--- src/rtl/mem_stage_ctrl_pkg.sv ---
// Shared MEM-stage definitions: load modes, controller state encodings and
// the address alignment rule.
package mem_stage_ctrl_pkg;

   localparam logic [1:0] LM_WORD   = 2'b00;
   localparam logic [1:0] LM_HALF_S = 2'b01;
   localparam logic [1:0] LM_BYTE_S = 2'b10;
   localparam logic [1:0] LM_BYTE_U = 2'b11;

   localparam logic [1:0] IDLE = 2'd0;
   localparam logic [1:0] WAIT = 2'd1;
   localparam logic [1:0] DONE = 2'd2;

   // Stores are always word-sized, whatever load_mode happens to hold.
   function automatic logic is_misaligned(input logic       rd,
                                          input logic       wr,
                                          input logic [1:0] mode,
                                          input logic [1:0] addr_lo);
      if (wr || (rd && mode == LM_WORD)) return addr_lo != 2'b00;
      if (rd && mode == LM_HALF_S)       return addr_lo[0];
      return 1'b0;
   endfunction

endpackage

--- src/rtl/mem_stage_ctrl_if.sv ---
// Word data-memory request/acknowledge bus between the MEM stage and memory.
interface mem_stage_ctrl_if;
   logic        dmem_req;
   logic        dmem_we;
   logic [31:0] dmem_addr;
   logic [31:0] dmem_wdata;
   logic [31:0] dmem_rdata;
   logic        dmem_ack;

   modport master (
      output dmem_req, dmem_we, dmem_addr, dmem_wdata,
      input  dmem_rdata, dmem_ack
   );

   modport slave (
      input  dmem_req, dmem_we, dmem_addr, dmem_wdata,
      output dmem_rdata, dmem_ack
   );
endinterface

--- src/rtl/mem_stage_ctrl_load_extract.sv ---
// Little-endian lane select and sign/zero extension of a loaded word.
module load_extract
   import mem_stage_ctrl_pkg::*;
(
   input  logic [31:0] rdata,
   input  logic [1:0]  byte_off,
   input  logic [1:0]  load_mode,
   output logic [31:0] data32
);

   logic [15:0] half_v;
   logic [7:0]  byte_v;

   always_comb begin
      half_v = byte_off[1] ? rdata[31:16] : rdata[15:0];
      case (byte_off)
         2'd0:    byte_v = rdata[7:0];
         2'd1:    byte_v = rdata[15:8];
         2'd2:    byte_v = rdata[23:16];
         default: byte_v = rdata[31:24];
      endcase
   end

   always_comb begin
      data32 = '0;
      case (load_mode)
         LM_WORD:   data32 = rdata;
         LM_HALF_S: data32 = {{16{half_v[15]}}, half_v};
         LM_BYTE_S: data32 = {{24{byte_v[7]}}, byte_v};
         default:   data32 = {24'h0, byte_v};
      endcase
   end

endmodule

--- src/rtl/mem_stage_ctrl.sv ---
// MEM-stage controller: issues variable-latency data memory accesses, stalls
// the pipeline while one is outstanding, extends load data, resolves branches.
module mem_stage_ctrl
   import mem_stage_ctrl_pkg::*;
#(
   parameter int unsigned TIMEOUT_CYCLES = 255
) (
   input  logic                    clk,
   input  logic                    rst_n,
   input  logic                    mem_read_in,
   input  logic                    mem_write_in,
   input  logic [31:0]             alu_result_in,
   input  logic [31:0]             rt_in,
   input  logic [1:0]              load_mode_in,
   input  logic                    branch_in,
   input  logic                    zero_in,
   input  logic [31:0]             pc_in,
   mem_stage_ctrl_if.master        dmem,
   output logic                    stall,
   output logic [31:0]             mem_data_out,
   output logic                    mem_data_valid,
   output logic                    mem_fault,
   output logic                    misaligned,
   output logic                    pc_src,
   output logic [31:0]             branch_target
);

   localparam logic [7:0] CNT_LAST = 8'(TIMEOUT_CYCLES - 1);

   logic [1:0]  state;
   logic [7:0]  cnt;
   logic [1:0]  mode_q;
   logic [1:0]  off_q;
   logic [31:0] ext_data;
   logic        op;

   assign misaligned    = is_misaligned(mem_read_in, mem_write_in, load_mode_in,
                                        alu_result_in[1:0]);
   assign op            = (mem_read_in | mem_write_in) & ~misaligned;
   assign stall         = ((state == IDLE) & op) | (state == WAIT);
   assign pc_src        = branch_in & zero_in;
   assign branch_target = pc_in;

   load_extract u_extract (
      .rdata     (dmem.dmem_rdata),
      .byte_off  (off_q),
      .load_mode (mode_q),
      .data32    (ext_data)
   );

   always_ff @(posedge clk or negedge rst_n) begin
      if (!rst_n) begin
         state           <= IDLE;
         cnt             <= '0;
         mode_q          <= '0;
         off_q           <= '0;
         dmem.dmem_req   <= 1'b0;
         dmem.dmem_we    <= 1'b0;
         dmem.dmem_addr  <= '0;
         dmem.dmem_wdata <= '0;
         mem_data_out    <= '0;
         mem_data_valid  <= 1'b0;
         mem_fault       <= 1'b0;
      end else begin
         mem_data_valid <= 1'b0;
         mem_fault      <= 1'b0;
         case (state)
            IDLE: begin
               if (op) begin
                  state           <= WAIT;
                  cnt             <= '0;
                  dmem.dmem_req   <= 1'b1;
                  dmem.dmem_we    <= mem_write_in;
                  dmem.dmem_addr  <= {alu_result_in[31:2], 2'b00};
                  dmem.dmem_wdata <= rt_in;
                  mode_q          <= load_mode_in;
                  off_q           <= alu_result_in[1:0];
                  mem_data_out    <= '0;
               end else if (misaligned) begin
                  mem_data_out <= '0;
               end
            end
            WAIT: begin
               // Ack is tested first so it wins over a same-cycle timeout.
               if (dmem.dmem_ack) begin
                  state          <= DONE;
                  dmem.dmem_req  <= 1'b0;
                  mem_data_valid <= 1'b1;
                  mem_data_out   <= dmem.dmem_we ? '0 : ext_data;
               end else if (cnt == CNT_LAST) begin
                  state          <= DONE;
                  dmem.dmem_req  <= 1'b0;
                  mem_data_valid <= 1'b1;
                  mem_fault      <= 1'b1;
                  mem_data_out   <= '0;
               end else begin
                  cnt <= cnt + 8'd1;
               end
            end
            DONE: begin
               state <= IDLE;
               cnt   <= '0;
            end
            default: state <= IDLE;
         endcase
      end
   end

endmodule
--- src/flat_wrapper.sv ---
// flat-port wrapper written by rule: the top's interface ports become plain ports
module mem_stage_ctrl_flat import mem_stage_ctrl_pkg::*;
#(
   parameter int unsigned TIMEOUT_CYCLES = 255
)
  (clk, rst_n, mem_read_in, mem_write_in, alu_result_in, rt_in, load_mode_in, branch_in, zero_in, pc_in, stall, mem_data_out, mem_data_valid, mem_fault, misaligned, pc_src, branch_target, dmem_dmem_req, dmem_dmem_we, dmem_dmem_addr, dmem_dmem_wdata, dmem_dmem_rdata, dmem_dmem_ack);
  mem_stage_ctrl_if dmem_i ();
  input  logic clk;
  input  logic rst_n;
  input  logic mem_read_in;
  input  logic mem_write_in;
  input  logic [31:0] alu_result_in;
  input  logic [31:0] rt_in;
  input  logic [1:0] load_mode_in;
  input  logic branch_in;
  input  logic zero_in;
  input  logic [31:0] pc_in;
  output logic stall;
  output logic [31:0] mem_data_out;
  output logic mem_data_valid;
  output logic mem_fault;
  output logic misaligned;
  output logic pc_src;
  output logic [31:0] branch_target;
  output wire logic [$bits(dmem_i.dmem_req)-1:0] dmem_dmem_req;
  output wire logic [$bits(dmem_i.dmem_we)-1:0] dmem_dmem_we;
  output wire logic [$bits(dmem_i.dmem_addr)-1:0] dmem_dmem_addr;
  output wire logic [$bits(dmem_i.dmem_wdata)-1:0] dmem_dmem_wdata;
  input wire logic [$bits(dmem_i.dmem_rdata)-1:0] dmem_dmem_rdata;
  input wire logic [$bits(dmem_i.dmem_ack)-1:0] dmem_dmem_ack;
  assign dmem_dmem_req = dmem_i.dmem_req;
  assign dmem_dmem_we = dmem_i.dmem_we;
  assign dmem_dmem_addr = dmem_i.dmem_addr;
  assign dmem_dmem_wdata = dmem_i.dmem_wdata;
  assign dmem_i.dmem_rdata = dmem_dmem_rdata;
  assign dmem_i.dmem_ack = dmem_dmem_ack;
  mem_stage_ctrl #(.TIMEOUT_CYCLES(TIMEOUT_CYCLES)) u_core (.clk(clk), .rst_n(rst_n), .mem_read_in(mem_read_in), .mem_write_in(mem_write_in), .alu_result_in(alu_result_in), .rt_in(rt_in), .load_mode_in(load_mode_in), .branch_in(branch_in), .zero_in(zero_in), .pc_in(pc_in), .dmem(dmem_i), .stall(stall), .mem_data_out(mem_data_out), .mem_data_valid(mem_data_valid), .mem_fault(mem_fault), .misaligned(misaligned), .pc_src(pc_src), .branch_target(branch_target));
endmodule
--- config.mk ---
export PLATFORM = sky130hd
export DESIGN_NAME = mem_stage_ctrl_flat
export DESIGN_NICKNAME = d
export VERILOG_FILES = /design/src/rtl/mem_stage_ctrl_pkg.sv /design/src/rtl/mem_stage_ctrl_if.sv /design/src/rtl/mem_stage_ctrl_load_extract.sv /design/src/rtl/mem_stage_ctrl.sv /design/src/flat_wrapper.sv
export SDC_FILE = /design/constraint.sdc
export NUM_CORES = 1
export LEC_CHECK = 0
export BUFFER_PORTS_ARGS = -buffer_cell sky130_fd_sc_hd__buf_4
export CAP_MARGIN = 20
export CORE_ASPECT_RATIO = 1.25
export CORE_MARGIN = 10
export CORE_UTILIZATION = 44
export CTS_BUF_LIST = sky130_fd_sc_hd__clkbuf_16
export DETAILED_ROUTE_END_ITERATION = 6
export PLACE_DENSITY = 0.75
export SETUP_SLACK_MARGIN = 0.2
export SLEW_MARGIN = 20
export SYNTH_ARGS = -nofsm -noshare
export SYNTH_HDL_FRONTEND = slang
export SYNTH_HIERARCHICAL = 1
export SYNTH_SLANG_ARGS = --single-unit
--- constraint.sdc ---
create_clock -name clk -period 1.92 [get_ports clk]
set_clock_uncertainty 0.1 [all_clocks]
set_input_delay 0.384 -clock clk [delete_from_list [all_inputs] [get_ports clk]]
set_output_delay 0.384 -clock clk [all_outputs]
set_load 0.01 [all_outputs]
==> out/metrics.yaml, run 1 <==
syn-instance-count: 431
drive_above_1_share: 0.552
synth-main-ff-cell: "dfrtp_1"
cts_buffer_depth: 2
initial_core_util: 0.446
die_h_um: 144
syn_area_um2: 5400
power_leakage_nw: 3.68
endpoint_kind: "primary output"
postRouteWirelength_um: 15900
finalCriticalPeriod_ns: 1.82
synth_top_area_cell: "dfrtp_1"
drcViolationCount: 0
synth_warnings: 6
placed_area_um2: 6930
globalplace.congestion: 0.864
wire_per_inst_um: 20.1
drtIter0Drc: 250
synthTopCellsByArea: "dfrtp_1 52%, mux2_2 11%, buf_4 5.7%"
netlist.area_leader.share: 0.519
critPathKind: "flop to primary output"
final_cells: 789
n_antenna_cell: 0
grt_setup_unrepaired: "yes"
fmax_ghz: 0.550
crit_fanout: 3
cts.sinks: 112
finalHoldViolations: 0
fin_util: 0.615
cts_tree: "built"
synth.most_common_cell: "dfrtp_1"
comb_power_share: 0.484
postLayoutCellArea_um2: 7440
synthDistinctLibCells: 49
switching_share: 0.358
holdCritPathClass: "primary input to flop"
cellPowerDensity_nw_per_um2: 1490
start_kind: "flop"
num_vias: 4183
grt_pass1_wl_um: 24300
clkPwrFrac: 0.161
io_buffers: 205
clk_latency_ns: 0.35
seq_area_frac_synth: 0.519
seqPwrFrac: 0.355
synth_seq_cells: 112
synth_edf_count: 0
avgSynthCellArea_um2: 12.5
cts_buffers: 9
grt_max_degree: 86
drtAntennaViolNets: 0
grt_pass1_vias: 4595
first_pass_iters: 5
path_clk_slew_ns: 0.08
grt.total_usage: 0.176
finalSetupTns_ns: 0
antenna_found_initial: 0
place_inst: 762
setup_violations: 0
die_area_um2: 17100
slew_viol_final: 0
overflow: 0
die_w_um: 119
status: "finished, final reports clean"
pin_count: 272
synthTopCellsByCount: "112 x dfrtp_1, 51 x mux2_2, 41 x buf_4"
via_per_inst: 5.30
ir_drop_mv: 0.734
rows: 45
arrival_ns: 1.33
max_cap_violations: 0
setup_ws_ns: 0.103
critPathRequiredTime_ns: 1.44
async_flop_share: 1.00
cts.htree.levels: 3
area.growth.synth_to_final_pct: 37.9
switchingPower_mw: 3.95
hpwl_um: 11800
core-area_um2: 12100
dp_worst_setup_slack_ns: 0.109
cts-root-buf: "clkbuf_16"
fin_nets: 760
fin_crit_sh: 0.946
internal_power_mw: 7.10
-- area by class of cell --
class | instances | area [um^2]
well taps | 164 | 205
flip-flops and latches | 112 | 2810
fillers | 979 | 4660
clock buffers | 9 | 225
multi-input cells | 249 | 2160
inverters | 15 | 56.3
repair buffers | 234 | 1940
clock inverters | 6 | 53.8
-- path summary, 6_finish.rpt --
kind	startpoint	to	slack [ns]	depth (start not counted)
max	u_core/state[1]	stall	0.10	4
min	rt_in[30]	u_core/dmem.dmem_wdata[30]	0.14	2
max reg2reg	u_core/off_q[1]	u_core/mem_data_out[14]	0.14	4
min reg2reg	u_core/dmem.dmem_wdata[28]	u_core/dmem.dmem_wdata[28]	0.39	1
max in group asynchronous	rst_n	u_core/mode_q[0]	0.83	3
min in group asynchronous	rst_n	u_core/dmem.dmem_addr[3]	0.49	3
-- what timing repair did --
action | in CTS | in global routing
cloned | 1 | 3
endpoints found under the setup margin | 36 | 57
resized for setup | 7 | 14
hold buffers | 1 | 0
pin swaps | 2 | 4
endpoints found under the hold margin | 70 | 0
buffers inserted | 4 | 3
-- worst max-delay path, stage by stage, from the launching register on --
cell and delay, ns:
dfrtp_1 0.43, nor3_4 0.26, o21ai_4 0.10, nand2_2 0.08, buf_6 0.11
-- layer usage --
metal	vias up	wire (um)	GRT usage
li1	1895	-	-
met1	2051	5830	0.187
met2	199	8150	0.302
met3	38	1540	0.0706
met4	0	372	0.0811
met5	-	0	0
-- state kept, by name, summed over array words and instances, names as in the netlist --
register / flops
u_core/state: 2
u_core/dmem.dmem_req: 1
u_core/mode_q: 2
u_core/dmem.dmem_addr: 30
u_core/mem_data_out: 32
u_core/off_q: 2
u_core/dmem.dmem_we: 1
u_core/mem_data_valid: 1
u_core/mem_fault: 1
u_core/dmem.dmem_wdata: 32
u_core/cnt: 8
-- stage by stage --
step | total power, mW | hold WS, ns
after floorplan | 6.67 | -0.0116
after global placement | 8.82 | 0.320
after detailed placement | 8.99 | 0.331
after CTS | 11.0 | 0.133
after global routing | 11.7 | 0.136
final | 11.1 | 0.141
-- layout by cell type, fill, tap and decap left out, types with 9 or more instances in the layout --
master | Yosys | routed
nand3_2 | 10 | 10
mux2i_1 | 16 | 16
clkbuf_16 | 0 | 12
dfrtp_1 | 112 | 109
nand2_1 | 25 | 23
mux2_1 | 15 | 15
inv_1 | 15 | 15
nand3_1 | 10 | 9
a22o_1 | 32 | 32
buf_4 | 41 | 220
mux2_2 | 51 | 51
-- cells by family (layout without fill, tap and decap cells) --
logic type / after synthesis / after routing / synth area share
DFF: 112 / 112 / 0.519
muxes: 84 / 84 / 0.173
AOI/OAI and AO/OA: 81 / 81 / 0.123
and+or+nand+nor: 79 / 79 / 0.0870
buffers and inverters: 71 / 264 / 0.0904
adders and majority gates: 2 / 2 / 0.00464
other: 1 / 2 / 0.000695
xor gates and xnor gates: 1 / 1 / 0.00162
-- power groups by stage --
stage                     Combinational [mW]  Sequential (mW)  Clock (mW)
after detailed placement                5.03             3.97           0
after floorplan                         2.42             4.25           0
after global routing                    5.73             4.05        1.94
final                                   5.35             3.92        1.78
after global placement                  4.91             3.92           0
after CTS                               5.20             3.93        1.83
Note: power is estimated with default switching activity, not from simulation.
==> run 2: changes to the inputs <==
- CORE_UTILIZATION: 44 -> 46
- CTS_CLUSTER_DIAMETER: not set -> 40
- PLACE_DENSITY: 0.75 -> 0.78
==> run 2 against run 1 <==
Clock-buffer cell count stayed put. Critical path type unchanged. Die area is 3.7% lower. Largest power group unchanged. Flip-flop and latch count stayed put. Cell area is 0.32% lower. Critical path depth stayed put. Non-clock buffer count is 4 higher.
==> out/metrics.yaml, run 2 (same netlist as run 1, synthesis figures left out) <==
die_area_um2: 16500
finalHoldViolations: 0
grt_max_degree: 51
first_pass_iters: 4
crit_path_top_delay_cell: "dfrtp_1"
slew_viol_final: 0
clk_latency_ns: 0.34
final_common_cell: "buf_4"
setup_violations: 0
cts_buffer_depth: 2
largestRegisters: "u_core/dmem.dmem_wdata x32, u_core/mem_data_out x32, u_core/dmem.dmem_addr x30"
cts-root-buf: "clkbuf_16"
grt_setup_unrepaired: "yes"
max_cap_violations: 0
core-area_um2: 11600
drtAntennaViolNets: 0
cts.htree.levels: 3
path_delay_family: "flip-flops"
num_vias: 4152
status: "finished, final reports clean"
finalSetupTns_ns: 0
path_clk_slew_ns: 0.07
endpoint_kind: "primary output"
area.growth.synth_to_final_pct: 37.5
cts_buffers: 9
globalplace.congestion: 0.900
critPathRequiredTime_ns: 1.44
die_h_um: 141
cellPowerDensity_nw_per_um2: 1510
postRouteWirelength_um: 16100
fin_total_pwr_mw: 11.2
arrival_ns: 1.26
initial_core_util: 0.467
power_leakage_nw: 3.72
finalCriticalPeriod_ns: 1.74
wire_per_inst_um: 20.9
hold_path_depth: 2
max_stage_delay_ns: 0.42
layout_common_cells: "228 x buf_4, 110 x dfrtp_1, 51 x mux2_2"
drive_above_1_share: 0.552
start_kind: "flop"
worstSetupPathDepth: 4
cp_num_buf_inv: 1
holdCritPathClass: "primary input to flop"
grt_pass1_vias: 4649
r2r_cells: 6
antenna_found_initial: 0
via_per_inst: 5.41
fin_nets: 764
cts.sinks: 112
crit_fanout: 3
critPathKind: "flop to primary output"
drtIter0Drc: 303
fin_crit_sh: 0.907
grt.total_usage: 0.189
rows: 44
die_w_um: 117
ir_drop_mv: 0.797
io_buffers: 205
hpwl_um: 12300
fmax_ghz: 0.574
fillers: 876
overflow: 0
cts_tree: "built"
pin_count: 272
drcViolationCount: 0
cp_cell_sequence: "nor3_4 -> o21ai_4 -> nand2_1 -> buf_4"
n_antenna_cell: 0
grt_pass1_wl_um: 24500
run 2: cell types whose count changed in the layout (fill, tap and decap cells not counted), moves of 2 or more:
cell	before	now
buf_12	8	6
buf_4	220	228
bufinv_16	0	2
clkinvlp_4	3	1
inv_8	2	0
nand3_1	9	6
nand3_2	10	13
o21ai_0	4	8
o21ai_1	8	4
run 2: metrics by stage:
step / utilization / area, um^2 / setup WS [ns] / hold slack [ns] / std cells
after floorplan: - / 5400 / 0.295 / -0.0116 / 432
after global placement: 0.596 / 6890 / 0.127 / 0.257 / 736
after detailed placement: 0.596 / 6890 / 0.0994 / 0.273 / 736
after CTS: 0.630 / 7280 / 0.140 / 0.144 / 760
after global routing: 0.642 / 7420 / 0.102 / 0.139 / 768
final: 0.642 / 7420 / 0.178 / 0.151 / 768
run 2: layout make-up:
cell class | count | area, um^2 | share of cell area
flip-flops and latches | 112 | 2810 | 0.378
multi-input cells | 249 | 2160 | 0.291
repair buffers | 238 | 1900 | 0.257
clock buffers | 9 | 225 | 0.0304
well taps | 138 | 173 | 0.0233
clock inverters | 7 | 93.8 | 0.0126
inverters | 15 | 56.3 | 0.00759
run 2: worst paths after layout:
kind | slack (ns) | endpoint | startpoint
setup / recovery | 0.18 | stall | u_core/state[1]
hold / removal | 0.15 | u_core/dmem.dmem_wdata[24] | rt_in[24]
setup reg to reg | 0.18 | u_core/mem_data_out[24] | u_core/off_q[1]
hold reg to reg | 0.40 | u_core/dmem.dmem_wdata[26] | u_core/dmem.dmem_wdata[26]
max in group asynchronous | 0.69 | u_core/mem_data_out[13] | rst_n
min in group asynchronous | 0.43 | u_core/dmem.dmem_wdata[3] | rst_n
run 2: per-layer routing:
metal | up-vias | global-route usage | routed length, um
met2 | 203 | 0.318 | 8140
met5 | - | 0 | 0
met3 | 45 | 0.0879 | 1810
met4 | 0 | 0.0893 | 529
li1 | 1890 | - | -
met1 | 2014 | 0.193 | 5570
run 2: what timing repair did:
item / CTS / global route
cloned: 0 / 2
endpoints found under the setup margin: 40 / 51
pin swaps: 3 / 7
setup buffers: 7 / 6
gates resized for setup: 5 / 10
hold buffers: 1 / 0
endpoints found under the hold margin: 31 / 0
run 2: power by group:
part | leakage [nW] | internal (mW) | switching [mW]
sequential | 1.39 | 3.30 | 0.607
combinational | 2.17 | 2.87 | 2.47
clock | 0.153 | 1.14 | 0.846
